### config.mk
export PLATFORM = sky130hd
export DESIGN_NAME = instability_sweep_ctrl
export DESIGN_NICKNAME = d
export VERILOG_FILES = /design/src/rtl/instability_sweep_ctrl.sv
export SDC_FILE = /design/constraint.sdc
export NUM_CORES = 1
export LEC_CHECK = 0
export CAP_MARGIN = 20
export CELL_PAD_IN_SITES_DETAIL_PLACEMENT = 1
export CELL_PAD_IN_SITES_GLOBAL_PLACEMENT = 2
export CORE_MARGIN = 2
export CORE_UTILIZATION = 38
export CTS_BUF_LIST = sky130_fd_sc_hd__clkbuf_2
export DETAILED_ROUTE_END_ITERATION = 10
export PLACE_DENSITY_LB_ADDON = 0.1
export SLEW_MARGIN = 20
export SYNTH_ARGS = -nofsm -noshare
export SYNTH_HDL_FRONTEND = slang
export SYNTH_SLANG_ARGS = --single-unit
### constraint.sdc
create_clock -name clk -period 4.72 [get_ports clk]
set_input_delay 0.944 -clock clk [delete_from_list [all_inputs] [get_ports clk]]
set_output_delay 0.944 -clock clk [all_outputs]
set_load 0.1 [all_outputs]
### src/rtl/instability_sweep_ctrl.sv
// Instability search sequencer: steps i_ref down from I_REF_START, measures Q at each
// step and stops at the first Q jump above DELTA_Q_INSTB, reporting the last stable code.
module instability_sweep_ctrl #(
  parameter int unsigned BUS_WIDTH     = 10,
  parameter int unsigned I_REF_START   = 2**BUS_WIDTH - 1,
  parameter int unsigned I_REF_STEP    = 50,
  parameter int unsigned I_REF_MIN     = 0,
  parameter int unsigned DELTA_Q_INSTB = 300,
  parameter int unsigned SETTLE_CYCLES = 16,
  parameter int unsigned MEAS_TIMEOUT  = 1024
) (
  input  logic                 clk,
  input  logic                 rst,
  input  logic                 start,
  input  logic                 abort,
  input  logic                 meas_done,
  input  logic [BUS_WIDTH-1:0] q_measured,
  output logic                 meas_start,
  output logic [BUS_WIDTH-1:0] i_ref,
  output logic                 busy,
  output logic                 setup_done,
  output logic                 setup_fail,
  output logic [1:0]           fail_code,
  output logic [BUS_WIDTH-1:0] i_ref_bound
);

  localparam int unsigned EW      = BUS_WIDTH + 1;
  localparam int unsigned CNT_MAX = (SETTLE_CYCLES > MEAS_TIMEOUT) ? SETTLE_CYCLES : MEAS_TIMEOUT;
  localparam int unsigned CNT_W   = $clog2(CNT_MAX + 1);

  localparam logic [BUS_WIDTH-1:0] LP_START       = BUS_WIDTH'(I_REF_START);
  localparam logic [BUS_WIDTH-1:0] LP_STEP        = BUS_WIDTH'(I_REF_STEP);
  localparam logic [EW-1:0]        LP_LOW_LIMIT   = EW'(I_REF_MIN + I_REF_STEP);
  localparam logic [EW-1:0]        LP_DELTA       = EW'(DELTA_Q_INSTB);
  localparam logic [CNT_W-1:0]     LP_SETTLE_LOAD = CNT_W'(SETTLE_CYCLES - 1);
  localparam logic [CNT_W-1:0]     LP_TMO_LAST    = CNT_W'(MEAS_TIMEOUT - 1);

  typedef enum logic [2:0] {
    S_IDLE,
    S_SETTLE,
    S_MEASURE,
    S_EVAL,
    S_DONE,
    S_FAIL
  } state_t;

  state_t               r_state;
  logic [CNT_W-1:0]     r_cnt;
  logic [BUS_WIDTH-1:0] r_curr_q;
  logic [BUS_WIDTH-1:0] r_last_q;
  logic                 r_first;
  logic                 r_meas_start;
  logic [BUS_WIDTH-1:0] r_i_ref;
  logic                 r_busy;
  logic                 r_setup_done;
  logic                 r_setup_fail;
  logic [1:0]           r_fail_code;
  logic [BUS_WIDTH-1:0] r_i_ref_bound;

  logic [BUS_WIDTH-1:0] w_dq;
  logic                 w_jump;
  logic                 w_at_floor;
  logic [BUS_WIDTH-1:0] w_prev_code;

  // Difference only qualifies when Q rose, so the unsigned wrap of a drop is never used
  assign w_dq        = r_curr_q - r_last_q;
  assign w_jump      = !r_first && (r_curr_q > r_last_q) && ({1'b0, w_dq} > LP_DELTA);
  assign w_at_floor  = {1'b0, r_i_ref} < LP_LOW_LIMIT;
  assign w_prev_code = r_i_ref + LP_STEP;

  always_ff @(posedge clk or posedge rst) begin
    if (rst) begin
      r_state       <= S_IDLE;
      r_cnt         <= '0;
      r_curr_q      <= '0;
      r_last_q      <= '0;
      r_first       <= 1'b0;
      r_meas_start  <= 1'b0;
      r_i_ref       <= LP_START;
      r_busy        <= 1'b0;
      r_setup_done  <= 1'b0;
      r_setup_fail  <= 1'b0;
      r_fail_code   <= '0;
      r_i_ref_bound <= '0;
    end else begin
      r_meas_start <= 1'b0;
      case (r_state)
        S_IDLE, S_DONE, S_FAIL: begin
          if (start) begin
            r_state       <= S_SETTLE;
            r_i_ref       <= LP_START;
            r_first       <= 1'b1;
            r_cnt         <= LP_SETTLE_LOAD;
            r_busy        <= 1'b1;
            r_setup_done  <= 1'b0;
            r_setup_fail  <= 1'b0;
            r_fail_code   <= '0;
            r_i_ref_bound <= '0;
          end
        end

        S_SETTLE: begin
          if (abort) begin
            r_state <= S_IDLE;
            r_i_ref <= LP_START;
            r_busy  <= 1'b0;
          end else if (r_cnt == '0) begin
            r_state      <= S_MEASURE;
            r_meas_start <= 1'b1;
          end else begin
            r_cnt <= r_cnt - CNT_W'(1);
          end
        end

        S_MEASURE: begin
          if (abort) begin
            r_state <= S_IDLE;
            r_i_ref <= LP_START;
            r_busy  <= 1'b0;
          end else if (meas_done) begin
            r_last_q <= r_curr_q;
            r_curr_q <= q_measured;
            r_state  <= S_EVAL;
          end else if (r_cnt == LP_TMO_LAST) begin
            r_state      <= S_FAIL;
            r_busy       <= 1'b0;
            r_setup_fail <= 1'b1;
            r_fail_code  <= 2'd2;
          end else begin
            r_cnt <= r_cnt + CNT_W'(1);
          end
        end

        S_EVAL: begin
          if (abort) begin
            r_state <= S_IDLE;
            r_i_ref <= LP_START;
            r_busy  <= 1'b0;
          end else if (w_jump) begin
            r_state       <= S_DONE;
            r_busy        <= 1'b0;
            r_setup_done  <= 1'b1;
            r_i_ref_bound <= w_prev_code;
            r_i_ref       <= w_prev_code;
          end else if (w_at_floor) begin
            r_state      <= S_FAIL;
            r_busy       <= 1'b0;
            r_setup_fail <= 1'b1;
            r_fail_code  <= 2'd1;
          end else begin
            r_state <= S_SETTLE;
            r_i_ref <= r_i_ref - LP_STEP;
            r_first <= 1'b0;
            r_cnt   <= LP_SETTLE_LOAD;
          end
        end

        default: begin
          r_state <= S_IDLE;
          r_i_ref <= LP_START;
          r_busy  <= 1'b0;
        end
      endcase
    end
  end

  assign meas_start  = r_meas_start;
  assign i_ref       = r_i_ref;
  assign busy        = r_busy;
  assign setup_done  = r_setup_done;
  assign setup_fail  = r_setup_fail;
  assign fail_code   = r_fail_code;
  assign i_ref_bound = r_i_ref_bound;

endmodule

## After elaboration in Yosys (flattened, before gate mapping)

Index checks and enable logic that the tools add are counted.

| storage, ports and cells | value |
|---|---|
| bits in registers | 61 |
| output and inout bits | 26 |
| input port bits | 15 |

| operators by class | value |
|---|---|
| bitwise gates (word level) | 1 |
| mux-type cells | 65 |
| magnitude comparators | 3 |
| add/subtract/negate cells | 5 |
| equality and inequality tests | 26 |
| reduce and logical (&&, ||, !) cells | 18 |

Operators with widths:

| cell | number |
|---|---|
| two-way mux 11 bit | 9 |
| two-way mux 10 bit | 8 |
| case mux 11 bit (4 select lines) | 1 |
| case mux 10 bit (3 select lines) | 1 |
| two-way mux 3 bit | 9 |
| != test 2 bit, second input constant | 13 |
| two-way mux 1 bit | 23 |
| case mux 10 bit (2 select lines) | 1 |
| two-way mux 2 bit | 7 |
| != test 4 bit, second input constant | 3 |
| case mux 3 bit (4 select lines) | 1 |
| adder 11 x 1 -> 11 bit, second input constant | 1 |
| == test 11 x 10 -> 1 bit, second input constant | 1 |
| zero test 11 bit | 1 |
| subtractor 11 x 1 -> 11 bit, second input constant | 1 |
| adder 10 x 6 -> 10 bit, second input constant | 1 |
| > comparator 10 bit | 1 |
| > comparator 10 x 9 -> 1 bit, second input constant | 1 |
| < comparator 10 x 6 -> 1 bit, second input constant | 1 |
| AND reduction 10 bit | 1 |
| AND reduction 5 bit | 2 |
| subtractor 10 bit | 1 |
| subtractor 10 x 6 -> 10 bit, second input constant | 1 |
| != test 3 bit, second input constant | 3 |
| 20 further kinds | 26 |

## Logic depth before layout (Yosys ltp)

Gate-level depths: netlist of run 1.

| logic depth | value |
|---|---|
| depth in word-level cells | 6 |
| mapped depth | 15 |
| gate-level depth less buffers | 13 |

## Worst setup path after synthesis of run 1

Ideal clock, no wire load.

| timing path | value |
|---|---|
| path kind | register -> register |
| start | register r_state[2] |
| end | register r_cnt[10] |
| cell stages (with the launch flop) | 14 |
| arrival time | 3257 ps |
| path slack | 1337 ps |
| setup time | 126 ps |
| data required time | 4594 ps |
| clock period less this slack | 3383 ps |
| buffers on the path | 1 |
| cells stage by stage | dfrtp_1 -> clkbuf_1 -> nor2b_1 -> nand2_1 -> fa_1 -> a21o_1 -> a21oi_1 -> o21bai_1 -> a2111o_1 -> a31o_2 -> a21oi_1 -> xor2_1 -> nor2_1 -> a221o_1 |

| on the way | value |
|---|---|
| longest elaborated chain between the ends | 4 |
| elaborated cells between the ends (all ways) | 19 |
| classes of those cells | 14 x eq/ne; 1 x mux; 4 x reduce/logical |

RTL lines:

| what | line | RTL |
|---|---|---|
| start: declaration | 47 | `state_t r_state;` |
| start signal: assignment | 73 | `r_state <= S_IDLE;` |
| start signal: assignment | 90 | `r_state <= S_SETTLE;` |
| start signal: assignment | 104 | `r_state <= S_IDLE;` |
| == test 3 bit / zero test 3 bit (equally long branches) | 87 | `case (r_state)` |
| OR reduction 3 bit | 87 |  |
| nonzero test 4 bit (no line) / != test 2 bit (equally long branches) | -- |  |
| AND reduction 10 bit (no line) | -- |  |
| end signal: assignment | 111 | `r_cnt <= r_cnt - CNT_W'(1);` |
| end signal: assignment | 130 | `r_cnt <= r_cnt + CNT_W'(1);` |
| end: declaration | 48 | `logic [CNT_W-1:0] r_cnt;` |

Several ways; a longest one is shown, not always the timed one.
A chain may end at the register's enable or synchronous reset.

## Worst setup path after layout of run 1

| timing path | value |
|---|---|
| start | register r_state[1] |
| end | register r_cnt[10] |

The elaborated chain is that of the path after synthesis.

==> impl_metrics.json, run 1 <==
{
  "grt_max_degree": 46,
  "instances_no_fill": 572,
  "rsz0062_at_grt": "false",
  "fillCellCount": 1136,
  "place_inst": 555,
  "tightest_slew_ns": 0.984,
  "start_kind": "flip-flop",
  "crit_slowest_cell": "dfrtp_1",
  "yosys.area.top_type_share": 0.328,
  "timing.fmax_ghz": 0.252,
  "post-route-period-util": 0.841,
  "p_comb_frac": 0.632,
  "crit_path_frequent_cell": "a21oi_1",
  "finalHoldViolCount": 0,
  "p_seq_frac": 0.264,
  "post_cts_resized": 0,
  "drive_gt1_frac": 0.150,
  "async_flop_share": 1.00,
  "holdCritPathClass": "reg2reg",
  "path_class": "reg2reg",
  "syn-num-nets": 435,
  "p_per_area_nw_per_um2": 676,
  "gp_congestion": 0.783,
  "vias": 3091,
  "p_int_mw": 1.57,
  "die_y_um": 105,
  "clockBufferDepth": 2,
  "final_max_slew_viol_count": 0,
  "required_ns": 5.14,
  "synth_top_cell_by_area": "dfrtp_1",
  "ir_drop_uv": 305,
  "post_cts_buffers": 0,
  "io_pins": 41,
  "cts_buffers": 9,
  "ys.warnings.count": 0,
  "synth_most_common_cell": "dfrtp_1",
  "area_delta_synth_final_pct": 16.4,
  "holdCritStartpoint": "setup_fail",
  "firstDrtPassIters": 4,
  "synth.area.top_cells": "dfrtp_1 (33%), dfstp_2 (6.7%), ha_1 (6.7%), mux2_2 (5.8%), a21oi_1 (3.1%)",
  "holdWs_ns": 0.517,
  "synth_seq_cells": 61,
  "p_sw_mw": 1.50,
  "yosys_most_used_dff": "dfrtp_1",
  "synth.avg_cell_area_sq_um": 9.81,
  "synthCells": 397,
  "yosys.cell_types.count": 67,
  "cts_tree": "yes",
  "startpoint": "r_state[1]",
  "hold_depth": 1,
  "status": "complete, no violations",
  "crit_chain": "nor2b_1 -> nand2_1 -> fa_1 -> a21o_1 -> a21oi_1 -> o21bai_1 -> a2111o_1 -> a31o_2 -> a21oi_1 -> xor2_1 -> nor2_1 -> a221o_1",
  "core_sq_um": 9860,
  "die_w_um": 105,
  "post-route-drc-count": 0,
  "grt-ovfl-total": 0,
  "cts.sinks": 61,
  "num-nets-final": 472,
  "ant_nets": 0,
  "path_max_fanout": 13,
  "fin_setup_tns_ns": 0,
  "cp_data_arrival_time_ns": 4.39,
  "clk_latency_ns": 0.51,
  "pwr-share-clk": 0.105,
  "root_buffer": "clkbuf_2",
  "cts_hold_buf": 0,
  "via_per_inst": 5.40,
  "critPathCaptureType": "flip-flop",
  "drtIter0Drc": 104,
  "p_leak_nw": 1.95,
  "reg2reg_from": "r_state[1]",
  "finalClockSkew_ns": 0.0214,
  "place_hpwl_mm": 7.10,
  "start_util": 0.395,
  "synthTopCellsByCount": "dfrtp_1 (51), inv_1 (30), nand2_1 (25), a21oi_1 (24), ha_1 (21)",
  "cap_violations": 0,
  "reg2reg_depth": 12,
  "final_core_util": 0.460,
  "grt_util_all_layers": 0.185,
  "antenna_found_initial": 0,
  "maxSlewHeadroom": 0.342,
  "n_antenna_cell": 0,
  "max_stage_delay_ns": 0.58,
  "wl_per_cell_um": 16.8,
  "clkTransAtPathRegs_ns": 0.18,
  "die_area_sq_um": 11100,
  "numPortBuffers": 40,
  "grt_pass1_wl_mm": 16.4,
  "grt_pass1_vias": 3276,
  "wl_mm": 9.63,
  "fin_crit_ns": 3.97,
  "p_sw_frac": 0.488,
  "synth_edf_count": 0,
  "row_count": 36,
  "yosysSeqAreaShare": 0.395,
  "synthesis.area_sq_um": 3900,
  "setup_viol": 0,
  "htreeDepth": 3
}
[final cells by class]
type / count / area, sq um / share of cell area
timing repair buffer: 46 / 458 / 0.101
clock inverter: 6 / 53.8 / 0.0119
sequential: 61 / 1540 / 0.339
multi-input combinational: 286 / 2160 / 0.475
tap: 133 / 166 / 0.0367
inverter: 30 / 113 / 0.0248
clock buffer: 10 / 50.0 / 0.0110
[metrics by stage]
| stage | power (mW) | cell area (sq um) | setup slack, ns |
|---|---|---|---|
| after floorplan | 2.37 | 3900 | 1.34 |
| after detailed placement | 2.76 | 4410 | 0.791 |
| after global routing | 3.35 | 4540 | 0.487 |
| after global placement | 2.71 | 4410 | 0.954 |
| final | 3.07 | 4540 | 0.750 |
| after CTS | 3.10 | 4520 | 0.769 |
[worst max-delay path: cells and delay by family (launching register included)]
family / cells / cell delay, ns
AOI/OAI and AO/OA: 7 / 1.65
and+or+nand+nor: 3 / 0.88
DFF: 1 / 0.58
adders and majority gates: 1 / 0.57
xor gates and xnor gates: 1 / 0.20
[registers in the layout (all words and copies together), names as in the netlist, 2 cells and up]
signal / count
i_ref: 10
r_cnt: 11
fail_code: 2
r_state: 3
r_curr_q: 10
i_ref_bound: 10
r_last_q: 10
[layer usage]
layer | vias up | GRT usage | wire (um)
li1 | 1521 | - | -
met1 | 1526 | 0.262 | 4870
met2 | 34 | 0.281 | 4410
met3 | 10 | 0.0340 | 228
met4 | 0 | 0.0695 | 123
met5 | - | 0 | 0
[logic make-up (layout without fill, tap and decap cells)]
logic type                 Yosys count  after routing  synth area share
DFF                                 61             61             0.395
muxes                               26             26            0.0732
adders and majority gates           23             23            0.0777
and+or+nand+nor                    100            100             0.131
xor gates and xnor gates            22             22            0.0495
buffers and inverters               50             92            0.0517
AOI/OAI and AO/OA                  115            115             0.222
[final timing paths]
kind	slack (ns)	endpoint
worst min-delay path	0.52	setup_fail
max in group asynchronous	3.28	i_ref[7]
worst max register to register	0.75	r_cnt[10]
worst max-delay path	0.75	r_cnt[10]
min in group asynchronous	0.75	r_first
worst min register to register	0.52	setup_fail
[power groups by stage]
stage | Combinational, mW | Clock, mW | Sequential [mW]
after floorplan | 1.42 | 0 | 0.952
after global placement | 1.89 | 0 | 0.815
after detailed placement | 1.94 | 0 | 0.822
after CTS | 1.95 | 0.338 | 0.810
after global routing | 2.15 | 0.362 | 0.837
final | 1.94 | 0.321 | 0.808
[cell usage in the layout, fill, tap and decap left out, types with 4 or more instances in the layout]
cell type and instances:
a21o_1 6, a21oi_1 24, a22o_1 9, a31o_2 5
a31oi_1 4, buf_4 5, clkbuf_2 10, clkdlybuf4s50_1 40
dfrtp_1 51, dfstp_2 10, ha_1 21, inv_1 29
mux2_2 20, mux2i_1 6, nand2_1 25, nand2b_1 4
nand3_1 17, nand4_1 4, nor2_1 16, nor2b_1 5
nor3_1 6, nor4_1 5, o21ai_0 11, o21ai_1 11
o21bai_1 4, o22ai_1 5, xnor2_1 13, xor2_1 9
Power figures use the tool's default switching activity.
==> run 2, diff against run 1 <==
--- a/config.mk
+++ b/config.mk
@@ -9,7 +9,7 @@
 export CELL_PAD_IN_SITES_DETAIL_PLACEMENT = 1
 export CELL_PAD_IN_SITES_GLOBAL_PLACEMENT = 2
 export CORE_MARGIN = 2
-export CORE_UTILIZATION = 38
+export CORE_UTILIZATION = 34
 export CTS_BUF_LIST = sky130_fd_sc_hd__clkbuf_2
 export DETAILED_ROUTE_END_ITERATION = 10
 export PLACE_DENSITY_LB_ADDON = 0.1
==> constraint.sdc (replaced) <==
create_clock -name clk -period 3.65 [get_ports clk]
set_input_delay 0.73 -clock clk [delete_from_list [all_inputs] [get_ports clk]]
set_output_delay 0.73 -clock clk [all_outputs]
set_load 0.1 [all_outputs]
==> run 2 against run 1 <==
Against the previous run: worst setup slack got worse by 0.42 ns; non-clock buffer count grew 9; critical path type unchanged; sequential share of layout area fell by 0.57 points; maximum frequency up 19%; hold slack got worse by 0.0045 ns; final cell count up 3.3%.
==> impl_metrics.json, run 2 (same netlist as run 1, synthesis figures left out) <==
{
  "status": "complete, no violations",
  "holdWs_ns": 0.512,
  "start_kind": "flip-flop",
  "holdCritStartpoint": "setup_done",
  "crit_slowest_cell": "dfrtp_1",
  "gp_congestion": 0.764,
  "root_buffer": "clkbuf_2",
  "min_to": "setup_done",
  "cts.sinks": 61,
  "p_leak_nw": 2.00,
  "timing.fmax_ghz": 0.301,
  "largest_reg_flops": 11,
  "firstDrtPassIters": 4,
  "cts_tree": "yes",
  "setup_viol": 0,
  "drive_gt1_frac": 0.196,
  "regMostFlops": "r_cnt",
  "post-route-period-util": 0.911,
  "r2r-end": "r_cnt[10]",
  "grt-ovfl-total": 0,
  "fillCellCount": 1296,
  "fin_setup_tns_ns": 0,
  "wl_met1_mm": 5.01,
  "finalClockSkew_ns": 0.0191,
  "grt_pass1_wl_mm": 17.0,
  "drtIter0Drc": 137,
  "maxSlewHeadroom": 0.351,
  "place_hpwl_mm": 7.16,
  "rsz0062_at_grt": "false",
  "path_class": "reg2reg",
  "grt_util_all_layers": 0.172,
  "post_cts_buffers": 0,
  "ant_nets": 0,
  "clockBufferDepth": 2,
  "required_ns": 4.09,
  "p_per_area_nw_per_um2": 895,
  "start_util": 0.344,
  "row_count": 39,
  "numPortBuffers": 40,
  "clk_latency_ns": 0.54,
  "wl_met3_um": 277,
  "die_y_um": 111,
  "grt_max_degree": 62,
  "dp_slack_ns": 0.229,
  "reg2reg_from": "r_curr_q[0]",
  "die_area_sq_um": 12300,
  "vias": 3146,
  "wl_mm": 9.86,
  "reg2reg_depth": 14,
  "r2r_setup_slack_ns": 0.33,
  "tightest_slew_ns": 0.970,
  "max_stage_delay_ns": 0.42,
  "clkTransAtPathRegs_ns": 0.20,
  "critPathCaptureType": "flip-flop",
  "io_pins": 41,
  "layout_common_cells": "dfrtp_1 (51), clkdlybuf4s50_1 (30), inv_1 (29), nand2_1 (25), buf_4 (25)",
  "crit_chain": "inv_1 -> ha_1 -> inv_1 -> fa_1 -> a21o_1 -> a21oi_4 -> nor2_2 -> o311ai_0 -> a21boi_1 -> a22o_2 -> a21oi_1 -> o21ai_1 -> buf_4 -> a221o_1",
  "antenna_found_initial": 0,
  "hold_depth": 2,
  "setup_ws_ns": 0.325,
  "grt_pass1_vias": 3254,
  "wl_per_cell_um": 16.7,
  "die_w_um": 111,
  "fin_crit_ns": 3.32,
  "area_delta_synth_final_pct": 18.4,
  "post-route-drc-count": 0,
  "final_common_cell": "dfrtp_1",
  "cap_violations": 0,
  "final_max_slew_viol_count": 0,
  "n_antenna_cell": 0,
  "cts_buffers": 9,
  "num-nets-final": 481,
  "finalHoldViolCount": 0,
  "ir_drop_uv": 504,
  "crit_path_frequent_cell": "inv_1",
  "holdCritPathClass": "reg2reg",
  "path_max_fanout": 11,
  "via_per_inst": 5.32,
  "core_sq_um": 11300,
  "startpoint": "r_curr_q[0]",
  "cp_data_arrival_time_ns": 3.76,
  "top_layer_used": "met4",
  "dr_wl_met2_mm": 4.42,
  "htreeDepth": 3
}
[run 2: final cells by class]
class | instances | area, sq um | area share
sequential | 61 | 1540 | 0.334
multi-input combinational | 286 | 2160 | 0.468
timing repair buffer | 55 | 488 | 0.106
inverter | 30 | 113 | 0.0244
clock buffer | 10 | 50.0 | 0.0108
tap | 143 | 179 | 0.0388
clock inverter | 6 | 87.6 | 0.0190
[run 2: how the worst max path moves through the flow]
| stage | end | slack [ns] | cells past startpoint |
|---|---|---|---|
| 3_3_place_gp | i_ref[6] | 0.39 | 14 |
| 3_5_place_dp | r_cnt[10] | 0.23 | 14 |
| 6_report | r_cnt[10] | 0.33 | 14 |
| 5_1_grt | r_cnt[10] | 0.01 | 14 |
| 2_1_floorplan | r_cnt[10] | 0.27 | 13 |
| 4_1_cts | r_cnt[10] | 0.21 | 14 |
[run 2: critical path, delay by kind of cell (launching register included)]
kind	cells	cell delay, ns
adders and majority gates	2	0.55
and+or+nand+nor	1	0.08
AOI/OAI and AO/OA	8	1.85
buffers and inverters	3	0.31
DFF	1	0.42
[run 2: layer usage]
| layer | vias up | GRT usage |
|---|---|---|
| met4 | 0 | 0.0683 |
| li1 | 1534 | - |
| met2 | 38 | 0.256 |
| met3 | 10 | 0.0328 |
| met1 | 1564 | 0.248 |
| met5 | - | 0 |
[run 2: report_power, final]
| part | total, mW | switching (mW) | internal [mW] |
|---|---|---|---|
| Combinational | 2.59 | 1.52 | 1.07 |
| Sequential | 1.02 | 0.162 | 0.861 |
| Clock | 0.515 | 0.288 | 0.228 |
| Total | 4.13 | 1.97 | 2.16 |
[run 2: repair_timing]
item	CTS	global route
setup endpoints to repair	0	8
resized for setup	0	2
hold buffers	0	0
[run 2: stage by stage]
step	cell area (sq um)	power, mW	utilization	cells
floorplan	3900	3.06	-	397
global placement	4470	3.59	0.395	575
CTS	4610	4.18	0.407	591
detailed placement	4470	3.64	0.395	575
finish	4610	4.13	0.407	591
global route	4610	4.52	0.407	591
==> run 3, diff against run 2 <==
--- a/config.mk
+++ b/config.mk
@@ -5,11 +5,12 @@
 export SDC_FILE = /design/constraint.sdc
 export NUM_CORES = 1
 export LEC_CHECK = 0
+export ABC_AREA = 1
 export CAP_MARGIN = 20
 export CELL_PAD_IN_SITES_DETAIL_PLACEMENT = 1
 export CELL_PAD_IN_SITES_GLOBAL_PLACEMENT = 2
 export CORE_MARGIN = 2
-export CORE_UTILIZATION = 34
+export CORE_UTILIZATION = 31
 export CTS_BUF_LIST = sky130_fd_sc_hd__clkbuf_2
 export DETAILED_ROUTE_END_ITERATION = 10
 export PLACE_DENSITY_LB_ADDON = 0.1
==> run 3 against run 2 <==
Against the previous run: critical path depth rose by 4; core utilization fell by 3.7 points; die area up 13%; hold slack lost 0.021 ns; highest routed layer unchanged; synthesized cell count rose by 42%.
==> impl_metrics.json, run 3 <==
{
  "status": "complete, no violations",
  "holdCritStartpoint": "r_first",
  "synthCells": 562,
  "synth_seq_cells": 61,
  "tightest_slew_ns": 0.980,
  "final_common_cell": "nand2_1",
  "cts_hold_buf": 0,
  "synth_top_cell_by_area": "dfrtp_1",
  "reg2reg_depth": 18,
  "regMostFlops": "r_cnt",
  "layout_common_cells": "nand2_1 (181), inv_1 (68), dfrtp_1 (51), nand3_1 (50), nor2_1 (40)",
  "area_delta_synth_final_pct": 16.0,
  "cts_tree": "yes",
  "drtIter0Drc": 135,
  "maxSlewHeadroom": 0.345,
  "required_ns": 4.13,
  "gp_congestion": 0.803,
  "clockBufferDepth": 2,
  "post_cts_resized": 0,
  "grt_max_degree": 62,
  "root_buffer": "clkbuf_2",
  "synth_edf_count": 0,
  "grt_util_all_layers": 0.171,
  "post_cts_buffers": 0,
  "post-route-drc-count": 0,
  "post-route-period-util": 0.839,
  "timing.fmax_ghz": 0.327,
  "row_count": 41,
  "async_flop_share": 1.00,
  "path_class": "reg2reg",
  "io_pins": 41,
  "synth.area.top_cells": "dfrtp_1 (32%), nand2_1 (17%), dfstp_2 (6.5%), ha_1 (6.5%), inv_1 (6.4%)",
  "yosys.area.top_type_share": 0.316,
  "n_antenna_cell": 0,
  "firstDrtPassIters": 4,
  "die_w_um": 118,
  "via_per_inst": 4.69,
  "synthXorXnorAreaFrac": 0.0433,
  "hold_depth": 2,
  "cap_violations": 0,
  "finalClockSkew_ns": 0.0295,
  "antenna_found_initial": 0,
  "wl_mm": 11.2,
  "yosys_most_used_dff": "dfrtp_1",
  "final_max_slew_viol_count": 0,
  "start_util": 0.319,
  "synth_most_common_cell": "nand2_1",
  "ys.warnings.count": 0,
  "synth_compound_area_frac": 0.0907,
  "cp_data_arrival_time_ns": 3.55,
  "synth-adder-area-share": 0.0749,
  "largest_reg_flops": 11,
  "yosysSeqAreaShare": 0.381,
  "grt_pass1_wl_mm": 19.2,
  "startpoint": "r_curr_q[0]",
  "finalHoldViolCount": 0,
  "r2r_setup_slack_ns": 0.59,
  "vias": 3645,
  "synthesis.area_sq_um": 4040,
  "synthTopCellsByCount": "nand2_1 (181), inv_1 (69), dfrtp_1 (51), nand3_1 (50), nor2_1 (41)",
  "syn-num-nets": 600,
  "yosys.cell_types.count": 37,
  "fin_crit_ns": 3.06,
  "numPortBuffers": 40,
  "cts.sinks": 61,
  "start_kind": "flip-flop",
  "reg2reg_from": "r_curr_q[0]",
  "r2r-end": "i_ref[6]",
  "grt_pass1_vias": 3789,
  "clkTransAtPathRegs_ns": 0.17,
  "synth.avg_cell_area_sq_um": 7.19,
  "place_hpwl_mm": 8.54,
  "setup_viol": 0,
  "synth_mux_area_frac": 0,
  "die_y_um": 118,
  "drive_gt1_frac": 0.0875,
  "synth_top_family_by_area": "simple AND/OR/NAND/NOR gates",
  "cts_buffers": 9,
  "path_max_fanout": 12,
  "rsz0062_at_grt": "false",
  "wl_per_cell_um": 14.4,
  "grt-ovfl-total": 0,
  "clk_latency_ns": 0.55,
  "num-nets-final": 639,
  "min_to": "r_first",
  "holdCritPathClass": "reg2reg",
  "core_sq_um": 12700,
  "critPathCaptureType": "flip-flop",
  "ant_nets": 0,
  "die_area_sq_um": 14000,
  "htreeDepth": 3,
  "yosys.area_share.simple": 0.319,
  "fin_setup_tns_ns": 0
}
-- run 3: through the flow --
step                hold slack (ns)  utilization  instances  area, sq um  worst slack (ns)
floorplan                     0.433            -        562         4040              1.34
global placement              0.448        0.360        762         4560             0.696
detailed placement            0.458        0.360        762         4560             0.611
CTS                           0.499        0.370        778         4690             0.561
global route                  0.525        0.370        778         4690             0.305
finish                        0.491        0.370        778         4690             0.589
-- run 3: metal layers --
metal	global-route usage	share of wire
met2	0.285	0.47
met5	0	0
met1	0.222	0.49
met4	0.0407	0.0095
met3	0.0444	0.025
-- run 3: logic make-up after synthesis --
group | count (synthesis)
compound gates | 68
xor+xnor | 20
buf+inv | 89
simple gates | 301
fa+ha+maj | 23
flops | 61
-- run 3: area by class of cell --
class | instances | area (sq um)
clock inverter | 7 | 80.1
multi-input combinational | 412 | 2140
tap | 172 | 215
timing repair buffer | 42 | 390
inverter | 75 | 282
sequential | 61 | 1540
clock buffer | 9 | 45.0
fill | 1615 | 7980
-- run 3: worst max-delay path: stages (launching register included) --
cell,delay [ns]
dfrtp_1,0.40
inv_1,0.08
ha_1,0.15
inv_1,0.07
fa_1,0.46
nand3_1,0.14
nand2_1,0.09
nand2_1,0.07
nand2_1,0.06
xor2_1,0.14
inv_1,0.05
nand2_1,0.06
nand2_2,0.25
nand2_4,0.17
nand3_2,0.12
nand2_1,0.29
inv_2,0.25
nand2_1,0.10
nand2_1,0.07
-- run 3: worst max-delay path by stage --
stage | to | slack (ns) | cells past startpoint
after CTS | i_ref[4] | 0.56 | 18
final | i_ref[6] | 0.59 | 18
after global routing | i_ref[6] | 0.31 | 19
after detailed placement | i_ref[4] | 0.61 | 18
after global placement | i_ref[4] | 0.70 | 19
after floorplan | i_ref_bound[1] | 1.34 | 17
Power of run 3 is left out: the tool's default activity adds up to more than one toggle a clock period on the data nets, which glitch-free logic cannot reach.
